`src/rtl/spi_msg_ctrl_pkg.sv`:
```
// ---------------------------------------------------------------------------
// spi_msg_ctrl_pkg
//   Shared definitions for the SPI message sequencer and the spiregs-style
//   command decoders that sit behind it.
//   Contents:
//     msg_state_t    - sequencer states (IDLE, CMD, DATA, WAIT_SSEL)
//     MAX_DATA_BYTES - data bytes stored per message after the command byte
//     MSG_BITS       - width of the packed data / reply word
//     CMD_*          - command codes shared with the decoders
//     msg_byte()     - picks byte n (0 = most significant) out of a packed word
// ---------------------------------------------------------------------------
package spi_msg_ctrl_pkg;

  typedef enum logic [1:0] {
    ST_IDLE      = 2'd0,
    ST_CMD       = 2'd1,
    ST_DATA      = 2'd2,
    ST_WAIT_SSEL = 2'd3
  } msg_state_t;

  localparam int MAX_DATA_BYTES = 8;
  localparam int MSG_BITS       = 8 * MAX_DATA_BYTES;

  localparam logic [7:0] CMD_NOP         = 8'h00;
  localparam logic [7:0] CMD_READ_STATUS = 8'h10;
  localparam logic [7:0] CMD_WRITE_REG   = 8'h12;
  localparam logic [7:0] CMD_READ_REG    = 8'h13;

  // Byte 0 lives in the top byte of the word, so shifting left by 8*n brings
  // byte n to the top; n >= 8 yields zero, which is the idle reply value.
  function automatic logic [7:0] msg_byte(input logic [MSG_BITS-1:0] word,
                                          input logic [3:0]          n);
    logic [MSG_BITS-1:0] shifted;
    shifted = word << (8 * n);
    if (n < 4'(MAX_DATA_BYTES)) return shifted[MSG_BITS-1 -: 8];
    else return 8'h00;
  endfunction

endpackage

```
`src/rtl/spi_msg_ctrl_if.sv`:
```
// ---------------------------------------------------------------------------
// spi_msg_ctrl_if
//   Bus between the SPI byte shifter / command decoders and the message
//   sequencer.
//   Signals:
//     ssel_n           - SPI select, synchronised, low = active
//     rx_byte/rx_valid - received byte and its 1-cycle strobe
//     tx_byte          - next byte for the shifter to send
//     spi_cmd          - command byte of the current / last message
//     spi_rxdata       - packed data bytes, byte 0 in [63:56]
//     spi_msg_end      - 1-cycle pulse when a message completes
//     src_txdata       - per-decoder reply words, source i at [64*i +: 64]
//     src_txdata_valid - per-decoder reply valid
//   Modports:
//     master - the sequencer
//     slave  - shifter and decoders (or a testbench standing in for them)
// ---------------------------------------------------------------------------
interface spi_msg_ctrl_if #(
  parameter int NUM_SRC = 2
);

  logic                   ssel_n;
  logic [7:0]             rx_byte;
  logic                   rx_valid;
  logic [7:0]             tx_byte;
  logic [7:0]             spi_cmd;
  logic [63:0]            spi_rxdata;
  logic                   spi_msg_end;
  logic [64*NUM_SRC-1:0]  src_txdata;
  logic [NUM_SRC-1:0]     src_txdata_valid;

  modport master (
    input  ssel_n, rx_byte, rx_valid, src_txdata, src_txdata_valid,
    output tx_byte, spi_cmd, spi_rxdata, spi_msg_end
  );

  modport slave (
    output ssel_n, rx_byte, rx_valid, src_txdata, src_txdata_valid,
    input  tx_byte, spi_cmd, spi_rxdata, spi_msg_end
  );

endinterface

```
`src/rtl/spi_msg_ctrl_tx_select.sv`:
```
// ---------------------------------------------------------------------------
// spi_tx_select
//   Combinational priority pick over the decoders' reply words: the lowest
//   index with its valid bit set wins.
//   Ports:
//     src_txdata       in  64*NUM_SRC  reply words, source i at [64*i +: 64]
//     src_txdata_valid in  NUM_SRC     reply valid per source
//     sel_data         out 64          winning word, zero when nothing is valid
//     sel_hit          out 1           some source was valid
// ---------------------------------------------------------------------------
module spi_tx_select
  import spi_msg_ctrl_pkg::*;
#(
  parameter int NUM_SRC = 2
) (
  input  logic [MSG_BITS*NUM_SRC-1:0] src_txdata,
  input  logic [NUM_SRC-1:0]          src_txdata_valid,
  output logic [MSG_BITS-1:0]         sel_data,
  output logic                        sel_hit
);

  // Walk from the highest index down so the lowest valid source is the last
  // one written and therefore takes priority.
  always_comb begin
    sel_data = '0;
    sel_hit  = 1'b0;
    for (int i = NUM_SRC - 1; i >= 0; i--) begin
      if (src_txdata_valid[i]) begin
        sel_data = src_txdata[MSG_BITS*i +: MSG_BITS];
        sel_hit  = 1'b1;
      end
    end
  end

endmodule

```
`src/rtl/spi_msg_ctrl.sv`:
```
// ---------------------------------------------------------------------------
// spi_msg_ctrl
//   Message sequencer between the SPI slave byte shifter and the command
//   decoders. Each SSEL-low transfer is one message: a command byte followed
//   by up to 8 data bytes. Bytes beyond the 8th are dropped and flagged.
//   The reply word of the highest-priority valid decoder is captured at the
//   command byte and streamed out byte by byte on tx_byte.
//   Parameters:
//     NUM_SRC        - number of reply sources, 1..8
//     TIMEOUT_CYCLES - idle clocks inside a message before abort
//   Build option:
//     SPI_MSG_TIMEOUT_EN - enables the in-message idle timeout; without it
//                          WAIT_SSEL is unreachable and msg_aborted stays 0
//   Ports:
//     clk, reset   - system clock, async active-high reset
//     bus          - spi_msg_ctrl_if master (shifter + decoder signals)
//     msg_active   - high while in CMD or DATA
//     msg_overflow - more than 8 data bytes seen in this message (sticky)
//     msg_aborted  - 1-cycle pulse on timeout abort
// ---------------------------------------------------------------------------
module spi_msg_ctrl
  import spi_msg_ctrl_pkg::*;
#(
  parameter int NUM_SRC        = 2,
  parameter int TIMEOUT_CYCLES = 100000
) (
  input  logic              clk,
  input  logic              reset,
  spi_msg_ctrl_if.master    bus,
  output logic              msg_active,
  output logic              msg_overflow,
  output logic              msg_aborted
);

  msg_state_t           state;
  logic [3:0]           idx;
  logic [MSG_BITS-1:0]  snapshot;
  logic [MSG_BITS-1:0]  sel_data;
  logic                 sel_hit;
  logic [MSG_BITS-1:0]  snap_next;
  logic [7:0]           tx_byte_q;
  logic [7:0]           spi_cmd_q;
  logic [MSG_BITS-1:0]  spi_rxdata_q;
  logic                 spi_msg_end_q;
  logic                 overflow_q;
  logic                 aborted_q;
  logic                 in_msg;
  logic                 timeout_hit;

  spi_tx_select #(
    .NUM_SRC (NUM_SRC)
  ) u_tx_select (
    .src_txdata       (bus.src_txdata),
    .src_txdata_valid (bus.src_txdata_valid),
    .sel_data         (sel_data),
    .sel_hit          (sel_hit)
  );

  assign snap_next = sel_hit ? sel_data : '0;
  assign in_msg    = (state == ST_CMD) || (state == ST_DATA);

`ifdef SPI_MSG_TIMEOUT_EN
  localparam int CNT_W = ($clog2(TIMEOUT_CYCLES + 1) > 17) ?
                         $clog2(TIMEOUT_CYCLES + 1) : 17;

  logic [CNT_W-1:0] idle_cnt;
  logic             ssel_n_d;

  // Idle counter: restarts on the select falling edge and on every byte,
  // counts only while a message is open, and rests at zero otherwise.
  always_ff @(posedge clk or posedge reset) begin
    if (reset) begin
      idle_cnt <= '0;
      ssel_n_d <= 1'b1;
    end else begin
      ssel_n_d <= bus.ssel_n;
      if (bus.rx_valid || (ssel_n_d && !bus.ssel_n) || !in_msg) begin
        idle_cnt <= '0;
      end else if (!timeout_hit) begin
        idle_cnt <= idle_cnt + 1'b1;
      end
    end
  end

  assign timeout_hit = in_msg && (idle_cnt == CNT_W'(TIMEOUT_CYCLES));
`else
  logic [31:0] unused_timeout_cfg;
  assign unused_timeout_cfg = 32'(TIMEOUT_CYCLES);
  assign timeout_hit        = 1'b0;
`endif

  // Message FSM. All bus outputs are registered here. A normal end (select
  // released) takes priority over a timeout in the same cycle, and a byte
  // arriving together with the select release is stored before the end
  // pulse so the decoders see it.
  always_ff @(posedge clk or posedge reset) begin
    if (reset) begin
      state         <= ST_IDLE;
      idx           <= 4'd0;
      snapshot      <= '0;
      tx_byte_q     <= 8'h00;
      spi_cmd_q     <= 8'h00;
      spi_rxdata_q  <= '0;
      spi_msg_end_q <= 1'b0;
      overflow_q    <= 1'b0;
      aborted_q     <= 1'b0;
    end else begin
      spi_msg_end_q <= 1'b0;
      aborted_q     <= 1'b0;
      case (state)
        ST_IDLE: begin
          tx_byte_q <= 8'h00;
          if (!bus.ssel_n) state <= ST_CMD;
        end

        ST_CMD: begin
          if (bus.rx_valid) begin
            spi_cmd_q    <= bus.rx_byte;
            spi_rxdata_q <= '0;
            idx          <= 4'd0;
            overflow_q   <= 1'b0;
            snapshot     <= snap_next;
            tx_byte_q    <= msg_byte(snap_next, 4'd0);
            state        <= ST_DATA;
          end else if (bus.ssel_n) begin
            state <= ST_IDLE;
          end else if (timeout_hit) begin
            aborted_q <= 1'b1;
            state     <= ST_WAIT_SSEL;
          end
        end

        ST_DATA: begin
          if (bus.rx_valid) begin
            if (idx < 4'(MAX_DATA_BYTES)) begin
              for (int k = 0; k < MAX_DATA_BYTES; k++) begin
                if (idx == 4'(k)) spi_rxdata_q[MSG_BITS-1-8*k -: 8] <= bus.rx_byte;
              end
              idx       <= idx + 4'd1;
              tx_byte_q <= msg_byte(snapshot, idx + 4'd1);
            end else begin
              overflow_q <= 1'b1;
            end
          end
          if (bus.ssel_n) begin
            spi_msg_end_q <= 1'b1;
            tx_byte_q     <= 8'h00;
            state         <= ST_IDLE;
          end else if (timeout_hit && !bus.rx_valid) begin
            aborted_q <= 1'b1;
            tx_byte_q <= 8'h00;
            state     <= ST_WAIT_SSEL;
          end
        end

        ST_WAIT_SSEL: begin
          tx_byte_q <= 8'h00;
          if (bus.ssel_n) state <= ST_IDLE;
        end

        default: state <= ST_IDLE;
      endcase
    end
  end

  assign bus.tx_byte     = tx_byte_q;
  assign bus.spi_cmd     = spi_cmd_q;
  assign bus.spi_rxdata  = spi_rxdata_q;
  assign bus.spi_msg_end = spi_msg_end_q;
  assign msg_active      = in_msg;
  assign msg_overflow    = overflow_q;
  assign msg_aborted     = aborted_q;

endmodule

```
`src/flat_wrapper.sv`:
```
// flat-port wrapper written by rule: the top's interface ports become plain ports
module spi_msg_ctrl_flat import spi_msg_ctrl_pkg::*;
#(
  parameter int NUM_SRC        = 2,
  parameter int TIMEOUT_CYCLES = 100000
)
  (clk, reset, msg_active, msg_overflow, msg_aborted, bus_ssel_n, bus_rx_byte, bus_rx_valid, bus_src_txdata, bus_src_txdata_valid, bus_tx_byte, bus_spi_cmd, bus_spi_rxdata, bus_spi_msg_end);
  spi_msg_ctrl_if #(.NUM_SRC(NUM_SRC)) bus_i ();
  input  logic clk;
  input  logic reset;
  output logic msg_active;
  output logic msg_overflow;
  output logic msg_aborted;
  input wire logic [$bits(bus_i.ssel_n)-1:0] bus_ssel_n;
  input wire logic [$bits(bus_i.rx_byte)-1:0] bus_rx_byte;
  input wire logic [$bits(bus_i.rx_valid)-1:0] bus_rx_valid;
  input wire logic [$bits(bus_i.src_txdata)-1:0] bus_src_txdata;
  input wire logic [$bits(bus_i.src_txdata_valid)-1:0] bus_src_txdata_valid;
  output wire logic [$bits(bus_i.tx_byte)-1:0] bus_tx_byte;
  output wire logic [$bits(bus_i.spi_cmd)-1:0] bus_spi_cmd;
  output wire logic [$bits(bus_i.spi_rxdata)-1:0] bus_spi_rxdata;
  output wire logic [$bits(bus_i.spi_msg_end)-1:0] bus_spi_msg_end;
  assign bus_i.ssel_n = bus_ssel_n;
  assign bus_i.rx_byte = bus_rx_byte;
  assign bus_i.rx_valid = bus_rx_valid;
  assign bus_i.src_txdata = bus_src_txdata;
  assign bus_i.src_txdata_valid = bus_src_txdata_valid;
  assign bus_tx_byte = bus_i.tx_byte;
  assign bus_spi_cmd = bus_i.spi_cmd;
  assign bus_spi_rxdata = bus_i.spi_rxdata;
  assign bus_spi_msg_end = bus_i.spi_msg_end;
  spi_msg_ctrl #(.NUM_SRC(NUM_SRC), .TIMEOUT_CYCLES(TIMEOUT_CYCLES)) u_core (.clk(clk), .reset(reset), .bus(bus_i), .msg_active(msg_active), .msg_overflow(msg_overflow), .msg_aborted(msg_aborted));
endmodule
```
`config.mk`:
```
export PLATFORM = sky130hd
export DESIGN_NAME = spi_msg_ctrl_flat
export DESIGN_NICKNAME = d
export VERILOG_FILES = /design/src/rtl/spi_msg_ctrl_pkg.sv /design/src/rtl/spi_msg_ctrl_if.sv /design/src/rtl/spi_msg_ctrl_tx_select.sv /design/src/rtl/spi_msg_ctrl.sv /design/src/flat_wrapper.sv
export SDC_FILE = /design/constraint.sdc
export NUM_CORES = 1
export LEC_CHECK = 0
export CORE_ASPECT_RATIO = 1.25
export CORE_MARGIN = 5
export CORE_UTILIZATION = 31
export CTS_BUF_LIST = sky130_fd_sc_hd__clkbuf_4 sky130_fd_sc_hd__clkbuf_8
export CTS_CLUSTER_SIZE = 14
export DETAILED_ROUTE_END_ITERATION = 7
export PLACE_DENSITY = 0.55
export SLEW_MARGIN = 15
export SYNTH_ARGS = -nofsm -noshare
export SYNTH_HDL_FRONTEND = slang
export SYNTH_SLANG_ARGS = --single-unit
```
`constraint.sdc`:
```
create_clock -name clk -period 6.63 [get_ports clk]
set_clock_uncertainty 0.1 [all_clocks]
set_input_delay 0.663 -clock clk [delete_from_list [all_inputs] [get_ports clk]]
set_output_delay 0.663 -clock clk [all_outputs]
set_load 0.02 [all_outputs]
```
After elaboration in Yosys (flattened, before gate mapping)

Index checks and enable logic that the tools add are counted.

Flip-flop bits (word level): 152
Bits of input ports: 142
Output and inout bits: 84
Word-level logic and storage cells: 99

Add/sub/neg operators: 1
Order comparisons: 2
Equality and inequality tests: 25
Shift operators: 1
Mux-type cells: 37
Reduce and logical (&&, ||, !) cells: 18

Operator list:

| cell                | number |
|---|---|
| $mux 64             | 6 |
| $pmux 64 s2         | 1 |
| $mux 8              | 13 |
| $shl 64x7->64       | 1 |
| $reduce_and 5->1    | 8 |
| $ne 2x2->1 const B  | 13 |
| $pmux 8 s3          | 1 |
| $eq 4x3->1 const B  | 4 |
| $mux 4              | 3 |
| $eq 4x2->1 const B  | 2 |
| $lt 4x4->1 const B  | 2 |
| $pmux 4 s2          | 1 |
| $reduce_and 4->1    | 2 |
| $mux 1              | 7 |
| $mux 2              | 3 |
| $ne 3x3->1 const B  | 2 |
| $pmux 2 s3          | 1 |
| $add 4x1->4 const B | 1 |
| $eq 2x2->1 const B  | 2 |
| $eq 4x1->1 const B  | 1 |
| $logic_not 4->1     | 1 |
| $reduce_or 2->1     | 2 |
| $reduce_and 3->1    | 1 |
| $eq 2x1->1 const B  | 1 |
| other kinds (5)     | 5 |

Depth between registers and ports, before layout

Gate-level depths: netlist of the first run.

Depth in word-level cells: 7
Gate-level depth with buffers: 9
Gate-level depth less buffers: 6

Hierarchy

A second synthesis of the first run with hierarchy kept.

Cell total of the unflattened synthesis: 680
Area total of the unflattened synthesis: 7,482.2 µm²

Modules (own cells, without submodules):

| module        | instances | cells each | area each (µm²) | sequential area each (µm²) |
|---|---|---|---|---|
| spi_msg_ctrl  | 1         | 596        | 6,725.2         | 3,803.6 |
| spi_tx_select | 1         | 84         | 757.0           | 0.0 |

Worst setup path after synthesis of the first run

Ideal clock, no wire load.

Path type: reg2reg
From: reg u_core.idx[0]
To: reg u_core.tx_byte_q[0], in the netlist u_core.bus.tx_byte[0]
Arrival time: 2.188 ns
Required time: 6.405 ns
Setup slack: 4.217 ns
Stages on the path, launching flop included: 9
Period minus slack after synthesis: 2.413 ns
Cell sequence: dfrtp_1 -> clkbuf_1 -> inv_1 -> ha_1 -> clkbuf_1 -> clkbuf_1 -> mux2_2 -> o211ai_1 -> o21ai_1

Word-level cells in the longest chain between the ends: 7

Ends and longest elaborated chain:

| item                                        | RTL line                                       | source |
|---|---|---|
| start: declaration                          | spi_msg_ctrl.sv:36                             | `logic [3:0] idx;` |
| start signal: assignment                    | spi_msg_ctrl.sv:139                            | `idx <= idx + 4'd1;` |
| $add 4x1->4                                 | spi_msg_ctrl.sv:140                            | `tx_byte_q <= msg_byte(snapshot, idx + 4'd1);` |
| $shl 64x7->64 or $lt 4x4->1 (tied branches) | spi_msg_ctrl_pkg.sv:34, spi_msg_ctrl_pkg.sv:35 |  |
| $mux 8                                      | spi_msg_ctrl_pkg.sv:35                         | `if (n < 4'(MAX_DATA_BYTES)) return shifted[MSG_BITS-1 -: 8];` |
| $mux 8                                      | spi_msg_ctrl.sv:135                            | `if (idx < 4'(MAX_DATA_BYTES)) begin` |
| $mux 8                                      | spi_msg_ctrl.sv:134                            | `if (bus.rx_valid) begin` |
| $mux 8                                      | spi_msg_ctrl.sv:145                            | `if (bus.ssel_n) begin` |
| $pmux 8 s3                                  | spi_msg_ctrl.sv:110                            | `case (state)` |
| end signal: assignment                      | spi_msg_ctrl.sv:123                            | `tx_byte_q <= msg_byte(snap_next, 4'd0);` |
| end signal: assignment                      | spi_msg_ctrl.sv:140                            |  |
| end: declaration                            | spi_msg_ctrl.sv:41                             | `logic [7:0] tx_byte_q;` |

Parallel ways exist; a longest one is shown, timed or not. The select of a mux whose other input is x is not followed.
A chain may end at the register's enable or synchronous reset.

Worst setup path after layout of the first run

From: reg u_core.state[1]
To: out msg_active

Word-level cells in the longest chain between the ends: 2

Ends and longest elaborated chain:

| item                                     | RTL line            | source |
|---|---|---|
| start: declaration                       | spi_msg_ctrl.sv:35  | `msg_state_t state;` |
| start signal: assignment                 | spi_msg_ctrl.sv:98  | `state <= ST_IDLE;` |
| start signal: assignment                 | spi_msg_ctrl.sv:113 | `if (!bus.ssel_n) state <= ST_CMD;` |
| start signal: assignment                 | spi_msg_ctrl.sv:124 | `state <= ST_DATA;` |
| $eq 2x1->1 or $eq 2x2->1 (tied branches) | spi_msg_ctrl.sv:60  | `assign in_msg = (state == ST_CMD) \|\| (state == ST_DATA);` |
| $logic_or 1x1->1 (*)                     | spi_msg_ctrl.sv:60  |  |
| end: declaration                         | flat_wrapper.sv:11  | `output logic msg_active;` |

Every way passes the cells marked *; elsewhere a longest branch is shown, timed or not.

==> results of run 1 <==
## power groups by stage
stage | registers (W) | logic, W | clock network [W]
global route | 0.00157 | 0.00199 | 0.000728
global placement | 0.00153 | 0.00182 | 0
detailed placement | 0.00154 | 0.00184 | 0
floorplan | 0.00167 | 0.000934 | 0
finish | 0.00152 | 0.00180 | 0.000666
CTS | 0.00152 | 0.00184 | 0.000687
## cells in the mapped netlist (all sizes together)
library cell | instances | area (sq um)
dfrtp | 152 | 3800
nor2 | 121 | 454
nand2 | 103 | 387
o21ai | 74 | 370
a221oi | 55 | 482
clkbuf | 33 | 124
mux2 | 25 | 282
mux2i | 24 | 240
buf | 21 | 98.9
inv | 16 | 60.1
nand3 | 11 | 55.1
a31oi | 9 | 62.6
ha | 9 | 113
nand3b | 9 | 67.6
o211ai | 9 | 67.6
a21boi | 8 | 60.1
o22ai | 8 | 50.1
a21oi | 4 | 20.0
nor4bb | 4 | 40.0
and4b | 3 | 30.0
nor2b | 3 | 18.8
a22o | 2 | 17.5
and2 | 2 | 12.5
nand2b | 2 | 12.5
a21o | 1 | 7.51
conb | 1 | 3.75
nand4b | 1 | 8.76
nor3 | 1 | 5.00
nor3b | 1 | 7.51
nor4b | 1 | 23.8
o21bai | 1 | 7.51
o2bb2ai | 1 | 8.76
o32a | 1 | 10.0
or2 | 1 | 6.26
xnor2 | 1 | 8.76
## layout by cell type (no fill, tap or decap), types with 2 or more instances in the layout
master,instances
nand3b_1,9
ha_1,9
clkinv_2,2
a31oi_1,8
inv_1,15
mux2_2,25
and4b_1,3
o21ai_1,16
a221oi_1,55
nor2b_1,2
a21oi_1,4
nor4bb_1,4
nand2_1,102
clkdlybuf4s50_1,223
buf_4,6
o211ai_1,9
o22ai_1,8
inv_6,6
o21ai_0,58
dfrtp_1,152
nor2_1,121
mux2i_1,24
nand3_1,11
a21boi_0,8
clkinvlp_4,3
nand2b_1,2
a22o_1,2
clkinv_4,3
clkbuf_8,18
## worst min-delay path by stage
stage	startpoint	slack (ns)	to	cells after the start
after floorplan	u_core.snapshot[4]$_DFFE_PP0P_	0.34	u_core.snapshot[4]$_DFFE_PP0P_	2
after global placement	u_core.bus.spi_cmd[6]$_DFFE_PP0P_	0.36	u_core.bus.spi_cmd[6]$_DFFE_PP0P_	2
after detailed placement	u_core.bus.spi_cmd[7]$_DFFE_PP0P_	0.37	u_core.bus.spi_cmd[7]$_DFFE_PP0P_	2
after CTS	u_core.bus.spi_rxdata[23]$_DFFE_PP0P_	0.39	u_core.bus.spi_rxdata[23]$_DFFE_PP0P_	2
after global routing	u_core.bus.spi_rxdata[23]$_DFFE_PP0P_	0.41	u_core.bus.spi_rxdata[23]$_DFFE_PP0P_	2
final	u_core.bus.spi_rxdata[23]$_DFFE_PP0P_	0.38	u_core.bus.spi_rxdata[23]$_DFFE_PP0P_	2
## state kept, by name, summed over array words and instances (netlist names)
register and count:
u_core.msg_overflow 1, u_core.bus.spi_cmd 8, u_core.idx 4, u_core.bus.spi_rxdata 64, u_core.state 2, u_core.bus.tx_byte 8, u_core.snapshot 64, u_core.bus.spi_msg_end 1
## kinds of logic after synthesis
| family | share of synthesized area, % |
|---|---|
| AO/OA/AOI/OAI | 16.6 |
| multiplexers | 7.43 |
| AND/OR/NAND/NOR | 16.1 |
| flip-flops | 54.1 |
| other | 0.0534 |
| buffers and inverters | 4.03 |
| XOR/XNOR | 0.125 |
| adder cells (fa/ha/maj) | 1.60 |
## worst max-delay path, cell delays in order, from the launching register on
cell             delay, ns
dfrtp_1               0.42
inv_1                 0.11
ha_1                  0.39
clkdlybuf4s50_1       0.68
## layout make-up
class / count / area (sq um)
fillers: 2286 / 12500
flip-flops and latches: 152 / 3800
multi-input cells: 496 / 2950
repair buffers: 230 / 2280
well taps: 283 / 354
clock buffers: 18 / 248
clock inverters: 14 / 114
inverters: 16 / 65.1
## through the flow
step	cells	utilization, %
floorplan	718	-
global placement	1177	42.4
detailed placement	1177	42.4
CTS	1209	44.0
global route	1209	44.0
finish	1209	44.0
## per-layer routing
layer | global-route usage (%) | vias to the layer above | part of all wire [%]
met4 | 4.47 | 0 | 1.4
met1 | 21.1 | 2796 | 42
met2 | 29.2 | 179 | 50
met3 | 4.24 | 20 | 6.5
met5 | 0 | - | 0
li1 | - | 2906 | -
==> impl_metrics.py, run 1 <==
metrics = {
    "clock_tree": {
        "cts_tree": "built",
        "clkTransAtPathRegs_ns": 0.08,
        "ctsResizeCount": 0,
        "cts_root_buf": "clkbuf_8",
        "cts_setup_buffers": 0,
        "cts.sink_count": 152,
        "max-clock-path-buffers": 2,
        "clk_latency_ns": 0.45,
        "hold_buffers": 0,
        "htreeDepth": 4,
        "numCtsBuffers": 17,
    },
    "synth": {
        "synth_nets": 869,
        "synthDistinctLibCells": 39,
        "netlist_instances": 718,
        "synth_area_sq_mm": 0.00703,
        "syn_area_per_cell_sq_um": 9.78,
        "yosys_register_bits": 152,
        "yosys_warnings": 0,
        "ys_seq_area_share_pct": 54.1,
    },
    "timing": {
        "setup_viol": 0,
        "drv_slew": 0,
        "holdWs_ns": 0.379,
        "tns_ns": 0,
        "hold_violations": 0,
        "rsz0062_at_grt": "no",
        "min_period_ns": 2.81,
        "fmax_mhz": 356,
        "fin_crit_sh_pct": 42.4,
        "slew_headroom_pct": 29.4,
        "tightest_slew_ns": 1.05,
        "postLayoutSetupSlackWorst_ns": 3.82,
    },
    "die": {
        "die-area_sq_mm": 0.0258,
        "die_w_microns": 145,
        "fp.dieH_microns": 178,
        "core_sq_mm": 0.0223,
        "pin_count": 226,
        "start_util_pct": 31.5,
        "num_rows": 61,
    },
    "worst_setup_path": {
        "r2r_cells": 5,
        "worstSetupStartpointType": "flip-flop",
        "critPathLaunch": "u_core.state[1]$_DFFE_PP0P_",
        "timing.rr.end": "u_core.bus.spi_rxdata[10]$_DFFE_PP0P_",
        "r2r_setup_slack_ns": 3.83,
        "regToRegStartpoint": "u_core.state[0]$_DFFE_PP0P_",
        "crit_required_ns": 5.87,
        "path_max_fanout": 5,
        "endpoint": "msg_active",
        "crit_type": "flip-flop to primary output",
        "arrival_ns": 2.04,
        "worst_setup_path_end_kind": "primary output",
    },
    "power_and_ir_drop": {
        "finalPower_w": 0.00398,
        "power_frac_comb_pct": 45.2,
        "power.switching_w": 0.00161,
        "total_leakage_power_nw": 4.03,
        "powerDensity_mw_per_mm2": 406,
        "switching_share_pct": 40.5,
        "p_seq_share_pct": 38.1,
        "p_clk_share_pct": 16.7,
        "intPower_w": 0.00237,
        "ir_drop_uv": 187,
    },
    "worst_hold_path": {
        "hold_class": "flip-flop to flip-flop",
    },
    "routing": {
        "dr_total_vias": 5901,
        "drc_errors": 0,
        "first_iter_violations": 312,
        "drt_wl_total_microns": 21800,
        "via_per_inst": 4.88,
        "detail-route-antenna-nets": 0,
        "wire_per_inst_microns": 18.0,
        "dr.pass1.iters": 4,
    },
    "place": {
        "routabilityCongestion": 0.774,
        "hpwl_microns": 16000,
        "portBuffers": 224,
        "dp_slack_ns": 3.71,
        "place_area_sq_mm": 0.00946,
    },
    "finish": {
        "drive_gt1_share_pct": 7.67,
        "antenna_cells": 0,
        "nets": 1064,
        "syn2layout_area_growth_pct": 39.7,
        "stdcell_area_sq_mm": 0.00982,
    },
    "global_routing": {
        "antenna_found_initial": 0,
        "grt_pass1_vias": 5934,
        "grt.total_usage_pct": 17.0,
        "gr-total-overflow": 0,
        "grt_start_max_net_pins": 81,
        "grt_pass1_wl_microns": 33700,
    },
    "flow_run": {
        "max_cap_viol_count": 0,
    },
    "status": {
        "status": "completed",
    },
}
Power figures use the tool's default switching activity.
==> run 2, diff against run 1 <==
Clock period 6.63 ns to 2.6 ns, I/O delays scaled along.
==> run 2 against run 1 <==
Wire length down 0.92%. Final cell count is 0.83% higher. Via count grew 0.49%. Register-to-register slack lost 3.6 ns. Sequential cell count unchanged. Largest cell class unchanged. Core utilization up 1.0 points.
==> impl_metrics.py, run 2 (synthesis gave the netlist of run 1 again) <==
metrics = {
    "routing": {
        "via_per_inst": 4.86,
        "dr_total_vias": 5930,
        "first_iter_violations": 222,
        "wire_per_inst_microns": 17.7,
        "dr.pass1.iters": 4,
        "drc_errors": 0,
        "detail-route-antenna-nets": 0,
        "drt_wl_total_microns": 21600,
    },
    "timing": {
        "rsz0062_at_grt": "no",
        "tightest_slew_ns": 0.961,
        "setup_viol": 0,
        "min_period_ns": 2.41,
        "fmax_mhz": 415,
        "slew_headroom_pct": 35.5,
        "fin_crit_sh_pct": 92.6,
        "tns_ns": 0,
        "drv_slew": 0,
        "hold_violations": 0,
    },
    "clock_tree": {
        "numCtsBuffers": 17,
        "cts_tree": "built",
        "clkTransAtPathRegs_ns": 0.09,
        "hold_buffers": 0,
        "max-clock-path-buffers": 2,
        "clk_latency_ns": 0.45,
        "htreeDepth": 4,
        "cts_root_buf": "clkbuf_8",
        "cts.sink_count": 152,
    },
    "worst_setup_path": {
        "slowest_stage": "clkdlybuf4s50_1",
        "crit_required_ns": 2.24,
        "arrival_ns": 2.05,
        "crit_type": "flip-flop to primary output",
        "worstSetupStartpointType": "flip-flop",
        "crit_chain": "inv_1, ha_1, clkdlybuf4s50_1",
        "max_stage_delay_ns": 0.68,
        "worst_setup_path_end_kind": "primary output",
        "path_max_fanout": 5,
    },
    "global_routing": {
        "gr-total-overflow": 0,
        "grt_pass1_wl_microns": 33300,
        "antenna_found_initial": 1,
        "grt_start_max_net_pins": 77,
        "grt_pass1_vias": 5923,
        "grt.total_usage_pct": 16.8,
    },
    "die": {
        "die_w_microns": 145,
        "core_sq_mm": 0.0223,
        "die-area_sq_mm": 0.0258,
        "num_rows": 61,
        "pin_count": 226,
        "fp.dieH_microns": 178,
        "start_util_pct": 31.5,
    },
    "finish": {
        "final_cell_mix": "223 x clkdlybuf4s50_1, 152 x dfrtp_1, 121 x nor2_1, 102 x nand2_1, 58 x o21ai_0",
        "stdcell_area_sq_mm": 0.0100,
        "syn2layout_area_growth_pct": 43.0,
        "nets": 1073,
        "layout_commonest_cell": "clkdlybuf4s50_1",
        "drive_gt1_share_pct": 8.88,
    },
    "place": {
        "hpwl_microns": 16200,
        "portBuffers": 224,
        "place_area_sq_mm": 0.00962,
        "routabilityCongestion": 0.793,
    },
    "power_and_ir_drop": {
        "powerDensity_mw_per_mm2": 1040,
        "total_leakage_power_nw": 4.12,
        "ir_drop_uv": 435,
    },
    "status": {
        "status": "completed",
    },
    "flow_run": {
        "max_cap_viol_count": 0,
    },
    "worst_hold_path": {
        "hold_class": "input port to async pin",
    },
}
run 2: cell types whose count changed in the layout (fill, tap and decap cells not counted):
cell,change
buf_12,+8
o21ai_1,-3
o21ai_2,+3
bufinv_16,+2
clkinv_2,-2
clkinvlp_4,+2
buf_4,+1
clkinv_4,-1
diode_2,+1
inv_6,-1
run 2: power by group:
group	leakage (nW)	internal [W]	switching (W)
Clock	0.195	0.000902	0.000984
Combinational	2.00	0.00214	0.00261
Sequential	1.93	0.00330	0.000525
Total	4.12	0.00634	0.00412
run 2: critical path, delay by kind of cell, from the launching register on:
family | cells | cell delay [ns]
DFF | 1 | 0.42
buffers and inverters | 2 | 0.79
adders and majority gates | 1 | 0.38
run 2: layer usage:
layer  up-vias  part of all wire [%]  track usage (%)
met4         0                   1.9             4.94
li1       2929                     -                -
met2       190                    49             28.4
met3        27                   7.8             5.26
met1      2784                    41             20.4
met5         -                     0                0
run 2: cell type report:
cell class	count	area, sq um
Inverter	16	63.8
Antenna cell	1	2.50
Sequential cell	152	3800
Clock buffer	18	248
Clock inverter	14	163
Fill cell	2208	12200
Multi-Input combinational cell	496	2960
Tap cell	283	354
Timing Repair Buffer	239	2450
run 2: final timing paths:
path,from,to,slack [ns],cells after the start
setup / recovery,u_core.state[1]$_DFFE_PP0P_,msg_active,0.19,3
hold / removal,reset,u_core.bus.spi_cmd[4]$_DFFE_PP0P_,0.09,2
setup reg to reg,u_core.state[0]$_DFFE_PP0P_,u_core.bus.spi_rxdata[33]$_DFFE_PP0P_,0.25,6
hold reg to reg,u_core.bus.spi_rxdata[63]$_DFFE_PP0P_,u_core.bus.spi_rxdata[63]$_DFFE_PP0P_,0.38,2
max in group asynchronous,reset,u_core.bus.spi_rxdata[2]$_DFFE_PP0P_,1.70,3
min in group clk,bus_src_txdata_valid[0],u_core.snapshot[61]$_DFFE_PP0P_,0.27,3
run 2: through the flow:
step,hold WS [ns],util [%],setup slack (ns),total power [W],instances
6_report,0.0897,45.1,0.192,0.0105,1219
5_1_grt,0.0918,45.1,0.0262,0.0112,1219
4_1_cts,0.0648,45.0,0.170,0.0106,1218
3_5_place_dp,0.368,43.2,0.220,0.00871,1186
3_3_place_gp,0.356,43.2,0.347,0.00864,1186
2_1_floorplan,0.265,-,0.187,0.00664,718
run 2: timing repair:
| action | in CTS | in global routing |
|---|---|---|
| setup endpoints to repair | 0 | 6 |
| gates resized for setup | 0 | 3 |
| setup buffers | 0 | 0 |
